[src/rtl/ysyx_24100012_alu_pkg.sv]
// Shared ALU definitions: op-select codes, select width and the arbiter FSM encoding.
package ysyx_24100012_alu_pkg;

  localparam int SEL_WIDTH = 4;

  localparam logic [3:0] ALU_ADD  = 4'b0000;
  localparam logic [3:0] ALU_SUB  = 4'b1000;
  localparam logic [3:0] ALU_SLL  = 4'b0001;
  localparam logic [3:0] ALU_SLT  = 4'b0010;
  localparam logic [3:0] ALU_SLTU = 4'b0011;
  localparam logic [3:0] ALU_XOR  = 4'b0100;
  localparam logic [3:0] ALU_SRL  = 4'b0101;
  localparam logic [3:0] ALU_SRA  = 4'b1101;
  localparam logic [3:0] ALU_OR   = 4'b0110;
  localparam logic [3:0] ALU_AND  = 4'b0111;

  typedef enum logic [1:0] {
    S_IDLE = 2'd0,
    S_EXEC = 2'd1,
    S_RESP = 2'd2
  } state_t;

endpackage

[src/rtl/ysyx_24100012_alu.sv]
// Purely combinational ALU; shift amounts are taken unmasked from operand b.
module ysyx_24100012_alu #(
  parameter int DATA_WIDTH = 32,
  parameter int SEL_WIDTH  = ysyx_24100012_alu_pkg::SEL_WIDTH
) (
  input  logic [DATA_WIDTH-1:0] a,
  input  logic [DATA_WIDTH-1:0] b,
  input  logic [SEL_WIDTH-1:0]  sel,
  output logic [DATA_WIDTH-1:0] result
);
  import ysyx_24100012_alu_pkg::*;

  always_comb begin
    result = '0;
    case (sel)
      ALU_ADD:  result = a + b;
      ALU_SUB:  result = a - b;
      ALU_SLL:  result = a << b;
      ALU_SLT:  result = {{(DATA_WIDTH-1){1'b0}}, $signed(a) < $signed(b)};
      ALU_SLTU: result = {{(DATA_WIDTH-1){1'b0}}, a < b};
      ALU_XOR:  result = a ^ b;
      ALU_SRL:  result = a >> b;
      ALU_SRA:  result = $unsigned($signed(a) >>> b);
      ALU_OR:   result = a | b;
      ALU_AND:  result = a & b;
      // Unknown codes answer with zero rather than stalling the requester.
      default:  result = '0;
    endcase
  end

endmodule

[src/rtl/ysyx_24100012_alu_arb.sv]
// Round-robin arbiter sharing one ALU between EXU (req 0) and the branch-target unit (req 1).
module ysyx_24100012_alu_arb #(
  parameter int DATA_WIDTH = 32,
  parameter int SEL_WIDTH  = ysyx_24100012_alu_pkg::SEL_WIDTH
) (
  input  logic                      clk,
  input  logic                      rst,
  input  logic                      flush,
  input  logic [1:0]                req_valid,
  output logic [1:0]                req_ready,
  input  logic [2*DATA_WIDTH-1:0]   req_a,
  input  logic [2*DATA_WIDTH-1:0]   req_b,
  input  logic [2*SEL_WIDTH-1:0]    req_sel,
  output logic [1:0]                resp_valid,
  input  logic [1:0]                resp_ready,
  output logic [DATA_WIDTH-1:0]     resp_data,
  output logic                      busy
);
  import ysyx_24100012_alu_pkg::*;

  state_t                state;
  logic                  last_grant;
  logic                  owner;
  logic                  grant;
  logic                  accept;
  logic [DATA_WIDTH-1:0] op_a;
  logic [DATA_WIDTH-1:0] op_b;
  logic [SEL_WIDTH-1:0]  op_sel;
  logic [DATA_WIDTH-1:0] alu_result;

  always_comb begin
    grant = req_valid[1];
    if (req_valid == 2'b11) grant = ~last_grant;
  end

  // Handshake: a transfer happens on a rising edge where valid[i] & ready[i] are both 1.
  // req_ready is a combinational function of req_valid, state, flush and rst; requesters
  // must not make req_valid depend on req_ready. Responses complete on resp_valid[owner] &
  // resp_ready[owner]; resp_data is stable while resp_valid is high.
  assign req_ready  = (rst && !flush && state == S_IDLE) ?
                      (req_valid & (grant ? 2'b10 : 2'b01)) : 2'b00;
  assign accept     = |req_ready;
  assign resp_valid = (state == S_RESP) ? (owner ? 2'b10 : 2'b01) : 2'b00;
  assign busy       = (state != S_IDLE);

  ysyx_24100012_alu #(
    .DATA_WIDTH(DATA_WIDTH),
    .SEL_WIDTH (SEL_WIDTH)
  ) u_alu (
    .a     (op_a),
    .b     (op_b),
    .sel   (op_sel),
    .result(alu_result)
  );

  always_ff @(posedge clk or negedge rst) begin
    if (!rst) begin
      state      <= S_IDLE;
      last_grant <= 1'b1;
      owner      <= 1'b0;
      op_a       <= '0;
      op_b       <= '0;
      op_sel     <= '0;
      resp_data  <= '0;
    end else if (flush) begin
      state <= S_IDLE;
    end else begin
      case (state)
        S_IDLE: begin
          if (accept) begin
            op_a       <= grant ? req_a[DATA_WIDTH +: DATA_WIDTH] : req_a[0 +: DATA_WIDTH];
            op_b       <= grant ? req_b[DATA_WIDTH +: DATA_WIDTH] : req_b[0 +: DATA_WIDTH];
            op_sel     <= grant ? req_sel[SEL_WIDTH +: SEL_WIDTH] : req_sel[0 +: SEL_WIDTH];
            owner      <= grant;
            last_grant <= grant;
            state      <= S_EXEC;
          end
        end
        S_EXEC: begin
          resp_data <= alu_result;
          state     <= S_RESP;
        end
        S_RESP: begin
          if (resp_ready[owner]) state <= S_IDLE;
        end
        default: state <= S_IDLE;
      endcase
    end
  end

endmodule

[config.mk]
export PLATFORM = sky130hd
export DESIGN_NAME = ysyx_24100012_alu_arb
export DESIGN_NICKNAME = d
export VERILOG_FILES = /design/src/rtl/ysyx_24100012_alu_pkg.sv /design/src/rtl/ysyx_24100012_alu.sv /design/src/rtl/ysyx_24100012_alu_arb.sv
export SDC_FILE = /design/constraint.sdc
export NUM_CORES = 1
export LEC_CHECK = 0
export ABC_AREA = 1
export CAP_MARGIN = 20
export CORE_MARGIN = 2
export CORE_UTILIZATION = 47
export DETAILED_ROUTE_END_ITERATION = 6
export PLACE_DENSITY = 0.82
export SKIP_CTS_REPAIR_TIMING = 1
export SLEW_MARGIN = 20
export SYNTH_ARGS = -nofsm -noshare
export SYNTH_HDL_FRONTEND = slang
export SYNTH_SLANG_ARGS = --single-unit
[constraint.sdc]
create_clock -name clk -period 3.1 [get_ports clk]
set_input_delay 0.62 -clock clk [delete_from_list [all_inputs] [get_ports clk]]
set_output_delay 0.62 -clock clk [all_outputs]
set_load 0.01 [all_outputs]
* After elaboration in Yosys (flattened, before gate mapping) *
Cells that the tools add are included.

operators by class
  reductions and logical operators = 10
  multiplexer cells = 15
  eq/ne operators = 14
  $lt $le $gt $ge = 3
  shift operators = 3
  bitwise gates (word level) = 6
  add/subtract/negate cells = 2

operator list
  cell                count
  $pmux 32 s10        1
  $lt 32x32->1        2
  $mux 32             2
  $add 32x32->32      1
  $and 32x32->32      1
  $or 32x32->32       1
  $shl 32x32->32      1
  $shr 32x32->32      1
  $sshr 32x32->32     1
  $sub 32x32->32      1
  $xor 32x32->32      1
  $eq 4x3->1 const B  4
  $mux 2              7
  $eq 4x2->1 const B  2
  $eq 4x4->1 const B  2
  $pmux 2 s3          1
  $eq 2x2->1 const B  2
  $eq 4x1->1 const B  1
  $logic_not 4->1     1
  $mux 4              1
  $reduce_and 2->1    2
  $mux 1              3
  $ne 3x2->1 const B  1
  $ne 3x3->1 const B  1
  10 further kinds    12

word-level totals
  logic and storage cells = 60
  register bits = 104

* Logic depth before layout (Yosys ltp) *
Gate-level depths: netlist of run 1.

  depth in word-level cells = 9
  gate-level depth with buffers = 25
  mapped depth without buffers = 24

* By module *
A second synthesis of run 1 with hierarchy kept.

unflattened totals
  cell total of the unflattened synthesis = 2733
  area total of the unflattened synthesis = 15264.6 µm²

by module, submodules not included
  module                 instances  cells an instance  area an instance (µm²)  sequential area each (µm²)
  ysyx_24100012_alu      1          2049               10252.3                 0.0
  ysyx_24100012_alu_arb  1          684                5012.3                  2603.7

* Worst setup path before layout of run 1 *
No wires, ideal clock.

  path type = register to register
  start point = reg op_b[3]
  end point = reg resp_data[29]
  setup time = 116 ps
  required time = 2984 ps
  arrival time = 2963 ps
  setup slack = 20 ps
  clock period less this slack = 3080 ps
  cell stages (with the launch flop) = 22
  cell sequence = dfrtp_1 clkbuf_1 clkinv_1 buf_2 buf_1 ha_1 clkbuf_2 nor2_1 nand3_1 nor4_1 nand2_1 nand3_1 nand3_1 nand2_1 nand3_1 nand2_1 nand2_1 nand3_1 nand2_1 nand3b_1 nand2_1 nand2_1

on the way
  longest elaborated chain between the ends = 2
  elaborated cells between the ends (all ways) = 6

ends and longest elaborated chain
  item                                          line                         source
  from (decl)                                   ysyx_24100012_alu_arb.sv:27  logic [DATA_WIDTH-1:0] op_b;
  from (signal assigned)                        ysyx_24100012_alu_arb.sv:72  op_b <= grant ? req_b[DATA_WIDTH +: DATA_WIDTH] : req_b[0 +: DATA_WIDTH];
  $sub 32x32->32, or another cell as far along  ysyx_24100012_alu.sv:17      ALU_SUB: result = a - b;
  $pmux 32 s10 *                                ysyx_24100012_alu.sv:15      case (sel)
  to (signal assigned)                          ysyx_24100012_alu_arb.sv:80  resp_data <= alu_result;
  to (decl)                                     ysyx_24100012_alu_arb.sv:16  output logic [DATA_WIDTH-1:0] resp_data,

Mark *: on every way between the ends. The rest lies on a longest branch, timed or not.
A chain may end at the register's enable or synchronous reset.

* Worst setup path in the final report of run 1 *
  start point = reg op_b[17]
  end point = reg resp_data[29]

Same word-level chain as after synthesis.

==> flow_metrics.env, run 1 <==
export IMPL_ctsHtreeMaxLevel=3
export IMPL_setup_worst_path_start_class="register"
export IMPL_fmax_ghz=0.3303
export IMPL_slew_viol_final=0
export IMPL_yosysSeqAreaShare_pct=17.49
export IMPL_layout_commonest_cell="nand2_1"
export IMPL_synth_area_sq_mm=0.01489
export IMPL_finalHoldViolCount=0
export IMPL_worstMarginPinSlew_ns=0.9501
export IMPL_rsz0062_at_grt="true"
export IMPL_power_frac_seq_pct=12.3
export IMPL_cpPeakStageDelay_ns=0.44
export IMPL_violations="DRC"
export IMPL_cap_viol_max_count=0
export IMPL_dieArea_sq_mm=0.03311
export IMPL_grt_max_degree=83
export IMPL_status="complete, but fails checks"
export IMPL_utilization_pct=62.02
export IMPL_syn2layout_area_growth_pct=30.78
export IMPL_drtPass1Iterations=7
export IMPL_arrival_ns=3.36
export IMPL_netlist_instances=2692
export IMPL_drt_iter0_markers=2654
export IMPL_p_comb_share_pct=80.8
export IMPL_min_period_ns=3.027
export IMPL_place_congestion=1.104
export IMPL_skew_ns=0.01411
export IMPL_p_per_area_mw_per_mm2=936.8
export IMPL_clock_path_buffers=2
export IMPL_clk_pin_slew_ns=0.09
export IMPL_io_pins=180
export IMPL_cts_made_buffers=9
export IMPL_cts_sinks=104
export IMPL_vias_per_cell=5.971
export IMPL_rows=65
export IMPL_synthTopCellsByArea="nand2_1 (24%), dfrtp_1 (17%), nand3_1 (11%)"
export IMPL_slowest_stage="a21oi_1"
export IMPL_ys_seq_elements=104
export IMPL_detail_route_antenna_nets=0
export IMPL_numPortBuffers=179
export IMPL_synth_distinct_cells=52
export IMPL_slew_headroom_pct=36.66
export IMPL_ir_drop_v=0.0005679
export IMPL_drive_gt1_share_pct=14.46
export IMPL_hp_class="in -> async"
export IMPL_design_area_sq_mm=0.01947
export IMPL_synth_largest_area_cell="nand2_1"
export IMPL_cp_required_ns=3.44
export IMPL_power_leakage_nw=10.01
export IMPL_drc=3
export IMPL_cp_max_fo=10
export IMPL_root_buffer="clkbuf_16"
export IMPL_coreArea_sq_mm=0.03139
export IMPL_cp_end_kind="register"
export IMPL_crit_type="reg -> reg"
export IMPL_wirelength_mm=78.25
export IMPL_grt_pass1_wl_mm=116.1
export IMPL_synth_nets=2934
export IMPL_wire_per_inst_microns=22.65
export IMPL_synth_top_cell_area_share_pct=23.52
export IMPL_vias=20630
export IMPL_hpwl_mm=63.43
export IMPL_pwr_share_clk_pct=6.9
export IMPL_gr_total_overflow=0
export IMPL_layout_nets=3286
export IMPL_p_int_mw=7.609
export IMPL_timing_rr_start="op_b[17]$_DFFE_PN0P_"
export IMPL_syn_avg_cell_area_sq_um=5.530
export IMPL_start_util_pct=47.42
export IMPL_die_height_microns=182.0
export IMPL_antenna_found_initial=9
export IMPL_place_area_sq_mm=0.01889
export IMPL_grt_usage_pct=46.95
export IMPL_fin_crit_sh_pct=97.66
export IMPL_crit_top_cell="nand2_1"
export IMPL_finalSetupViolCount=0
export IMPL_power_switching_mw=10.63
export IMPL_power_share_switching_pct=58.28
export IMPL_worstSetupStartpoint="op_b[17]$_DFFE_PN0P_"
export IMPL_mostFrequentLayoutCells="nand2_1 (925), nand3_1 (312), buf_4 (298)"
export IMPL_first_global_vias=19680
export IMPL_die_x_microns=182.0
export IMPL_holdWs_ns=0.3443
export IMPL_insertion_delay_ns=0.40
export IMPL_path_cells="buf_4 -> inv_1 -> nand2_1 -> nor2_1 -> nand2_1 -> nor2_4 -> buf_4 -> nand3_1 -> nand2_1 -> nand2_1 -> inv_1 -> nand2_1 -> nand3_1 -> nand3_1 -> a21oi_1 -> buf_4 -> nor2_1 -> nand3b_1 -> nand2_1 -> nand2_1"
export IMPL_tritoncts="yes"
export IMPL_yosysWarnings=0
export IMPL_rrSetupSlack_ns=0.07
final cells by class:
class	instances	area, sq um
antenna	4	10.01
clock buffer	11	252.7
clock inverter	5	45.04
fill	3055	11920
inverter	266	998.5
multi-input combinational	2180	10900
sequential	104	2609
tap	402	503.0
timing repair buffer	483	4150
power groups by stage:
stage	clock (mW)	sequential, mW	combinational, mW
2_1_floorplan	0	2.29	7.59
3_3_place_gp	0	2.21	13.6
3_5_place_dp	0	2.23	13.7
4_1_cts	1.26	2.21	13.8
5_1_grt	1.30	2.26	15.8
6_report	1.26	2.24	14.7
through the flow:
stage          setup WS [ns]  power [mW]  TNS, ns  std cells
6_report             0.07262       18.24        0       3455
5_1_grt             -0.03497       19.32  -0.1337       3451
4_1_cts              -0.4644       17.27   -1.817       3445
3_5_place_dp         -0.4338       15.97   -1.580       3429
3_3_place_gp         -0.3446       15.86   -1.220       3429
2_1_floorplan        0.02021       9.877        0       2692
cells in the mapped netlist (all sizes together):
master and instances:
nand2 962, nand3 319, nor2 284, inv 255
a21oi 149, o21ai 136, dfrtp 103, ha 97
clkbuf 82, a31oi 71, buf 60, nand4 32
nor3 18, o22ai 17, o21bai 13, clkinv 11
a211oi 10, o211ai 9, nand3b 8, o221ai 8
a21o 7, a221oi 7, nor4 7, o21a 5
o2111ai 4, xor2 4, a21boi 3, or2 3
fa 2, a2bb2oi 1, a41oi 1, dfstp 1
nand2b 1, o311ai 1, o31ai 1
per-layer routing:
metal	global-route usage (%)	routed length, microns	vias up
met5	0	52	-
met4	40.06	8001	8
met3	12.60	8509	378
met2	73.24	33330	1341
met1	53.50	28370	9381
li1	-	-	9523
worst max-delay path, delay by kind of cell, from the launching register on:
kind	cells	cell delay (ns)
buffers and inverters	5	0.70
flip-flops	1	0.38
AND/OR/NAND/NOR	14	1.42
AO/OA/AOI/OAI	1	0.44
logic make-up (layout without fill, tap and decap cells):
kind of cell	after synthesis	count (layout)	synth area share, %
buf+inv	408	765	10.86
compound gates	443	443	17.10
xor+xnor	4	4	0.2353
other cells	0	4	0
fa+ha+maj	99	99	8.422
simple gates	1634	1634	45.90
flops	104	104	17.49
state kept, by name (all words and copies together) (netlist names):
register    cells
owner           1
op_b           32
resp_data      32
op_sel          4
op_a           32
state           2
last_grant      1
path summary, 6_finish.rpt:
path | cells after the start | to
setup / recovery | 20 | resp_data[29]$_DFFE_PN0P_
max in group asynchronous | 3 | op_b[1]$_DFFE_PN0P_
min in group clk | 2 | last_grant$_DFFE_PN1P_
hold / removal | 2 | op_b[23]$_DFFE_PN0P_
setup reg to reg | 20 | resp_data[29]$_DFFE_PN0P_
hold reg to reg | 2 | last_grant$_DFFE_PN1P_
Power figures use the tool's default switching activity.
==> run 2, diff against run 1 <==
- TNS_END_PERCENT: not set -> 1
==> flow_metrics.env, run 2 (synthesized netlist as in run 1, its figures left out) <==
export IMPL_fin_crit_sh_pct=99.77
export IMPL_ff_latch_area_sq_mm=0.002609
export IMPL_slew_headroom_pct=36.75
export IMPL_crit_buf_inv=4
export IMPL_layout_commonest_cell="nand2_1"
export IMPL_worstMarginPinSlew_ns=0.9487
export IMPL_place_congestion=1.104
export IMPL_layout_nets=3284
export IMPL_power_leakage_nw=10.00
export IMPL_numPortBuffers=179
export IMPL_min_period_ns=3.093
export IMPL_cpPeakStageDelay_ns=0.44
export IMPL_drc=0
export IMPL_die_height_microns=182.0
export IMPL_drt_iter0_markers=2696
export IMPL_worstSetupStartpoint="op_b[26]$_DFFE_PN0P_"
export IMPL_drive_gt1_share_pct=14.15
export IMPL_cp_end_kind="register"
export IMPL_syn2layout_area_growth_pct=30.31
export IMPL_dieArea_sq_mm=0.03311
export IMPL_finalHoldViolCount=0
export IMPL_path_cells="nor2_1 -> nand3_1 -> buf_4 -> nor2_2 -> buf_4 -> nand3_1 -> nand2_1 -> nand2_1 -> inv_1 -> nand2_1 -> nand3_1 -> nand3_1 -> a21oi_1 -> buf_4 -> nor2_1 -> nand3b_1 -> nand2_1 -> nand2_1"
export IMPL_cap_viol_max_count=0
export IMPL_ir_drop_v=0.0005627
export IMPL_cp_max_fo=10
export IMPL_detail_route_antenna_nets=0
export IMPL_grt_pass1_wl_mm=116.1
export IMPL_clock_path_buffers=2
export IMPL_final_cell_count_no_fill=3452
export IMPL_clk_pin_slew_ns=0.09
export IMPL_nFillCells=3062
export IMPL_cp_required_ns=3.44
export IMPL_slew_viol_final=0
export IMPL_cts_sinks=104
export IMPL_rows=65
export IMPL_reg2reg_to="resp_data[29]$_DFFE_PN0P_"
export IMPL_wirelength_mm=78.11
export IMPL_holdWs_ns=0.3432
export IMPL_fmax_ghz=0.3233
export IMPL_start_util_pct=47.42
export IMPL_status="completed"
export IMPL_reg_top3="op_a: 32 flops, op_b: 32 flops, resp_data: 32 flops"
export IMPL_io_pins=180
export IMPL_coreArea_sq_mm=0.03139
export IMPL_fin_tns_setup_ns=0
export IMPL_gr_total_overflow=0
export IMPL_cts_made_buffers=9
export IMPL_tritoncts="yes"
export IMPL_vias_per_cell=5.974
export IMPL_reg2reg_depth=18
export IMPL_p_per_area_mw_per_mm2=936.6
export IMPL_dp_cells=3429
export IMPL_crit_end="resp_data[29]$_DFFE_PN0P_"
export IMPL_ctsHtreeMaxLevel=3
export IMPL_rrSetupSlack_ns=0.007
export IMPL_vias=20620
export IMPL_root_buffer="clkbuf_16"
export IMPL_drtPass1Iterations=7
export IMPL_first_global_vias=19680
export IMPL_insertion_delay_ns=0.40
export IMPL_die_x_microns=182.0
export IMPL_timing_rr_start="op_b[26]$_DFFE_PN0P_"
export IMPL_wire_per_inst_microns=22.63
export IMPL_skew_ns=0.01345
export IMPL_grt_usage_pct=46.95
export IMPL_highest_layer="met5"
export IMPL_antenna_found_initial=9
export IMPL_crit_top_cell="nand2_1"
export IMPL_multi_input_area_sq_mm=0.01085
export IMPL_finalSetupViolCount=0
export IMPL_hp_class="in -> async"
export IMPL_wl_met1_mm=28.93
export IMPL_cp_depth=18
export IMPL_mostFrequentLayoutCells="nand2_1 (924), nand3_1 (313), buf_4 (297)"
export IMPL_rsz0062_at_grt="true"
export IMPL_slowest_stage="a21oi_1"
export IMPL_cp_top_family="simple AND/OR/NAND/NOR gates"
export IMPL_dr_wl_met3_mm=7.996
export IMPL_arrival_ns=3.43
export IMPL_p_total_mw=18.17
export IMPL_crit_type="reg -> reg"
export IMPL_route_met2_wl_mm=33.21
export IMPL_grt_max_degree=83
export IMPL_setup_worst_path_start_class="register"
export IMPL_hpwl_mm=63.43
==> run 2: cell count changes in the layout (fill, tap and decap cells not counted), sizes merged <==
cell   before  now
buf       305  303
diode       4    3
==> run 2: through the flow <==
stage / worst slack [ns] / util, % / cell area (sq um)
after global routing: -0.04938 / 61.77 / 19390
after CTS: -0.4644 / 61.13 / 19190
after detailed placement: -0.4338 / 60.18 / 18890
after floorplan: 0.02021 / - / 14890
final: 0.007077 / 61.79 / 19400
after global placement: -0.3446 / 60.18 / 18890
==> run 2: worst register-to-register path: stages (launching register included) <==
cell and delay, ns:
dfrtp_1 0.39, nor2_1 0.14, nand3_1 0.17, buf_4 0.18, nor2_2 0.20, buf_4 0.23
nand3_1 0.19, nand2_1 0.16, nand2_1 0.07, inv_1 0.06, nand2_1 0.06, nand3_1 0.13
nand3_1 0.17, a21oi_1 0.44, buf_4 0.19, nor2_1 0.05, nand3b_1 0.07, nand2_1 0.05
nand2_1 0.07
==> run 2: routing by layer <==
layer	vias up	GRT usage [%]
met5	-	0
met4	8	40.06
met3	380	12.60
met2	1372	73.24
met1	9342	53.50
li1	9519	-
==> run 2: layout make-up <==
type                            count  share of cell area (%)
Tap cell                          402                   2.593
Timing Repair Buffer              481                   21.30
Multi-Input combinational cell   2180                   55.94
Sequential cell                   104                   13.45
Clock inverter                      5                  0.2322
Antenna cell                        3                 0.03870
Clock buffer                       11                   1.303
Inverter                          266                   5.147
==> run 2: how the worst min path moves through the flow <==
stage | endpoint | slack, ns | cells after the start
detailed placement | resp_data[24]$_DFFE_PN0P_ | 0.46 | 2
global placement | last_grant$_DFFE_PN1P_ | 0.45 | 2
global route | op_b[30]$_DFFE_PN0P_ | 0.40 | 2
floorplan | op_a[0]$_DFFE_PN0P_ | 0.32 | 0
CTS | op_b[24]$_DFFE_PN0P_ | 0.38 | 2
finish | op_b[23]$_DFFE_PN0P_ | 0.34 | 2
==> run 2: power by group <==
group          internal [mW]  total [mW]  switching (mW)
logic                   5.15        14.7            9.52
clock network          0.605        1.26           0.653
registers               1.81        2.24           0.428
total                   7.57        18.2            10.6
==> run 3, diff against run 2 <==
- SLEW_MARGIN: 20 -> not set
==> results of run 3 <==
Final layout, timing and power as in run 2 (identical DEF).
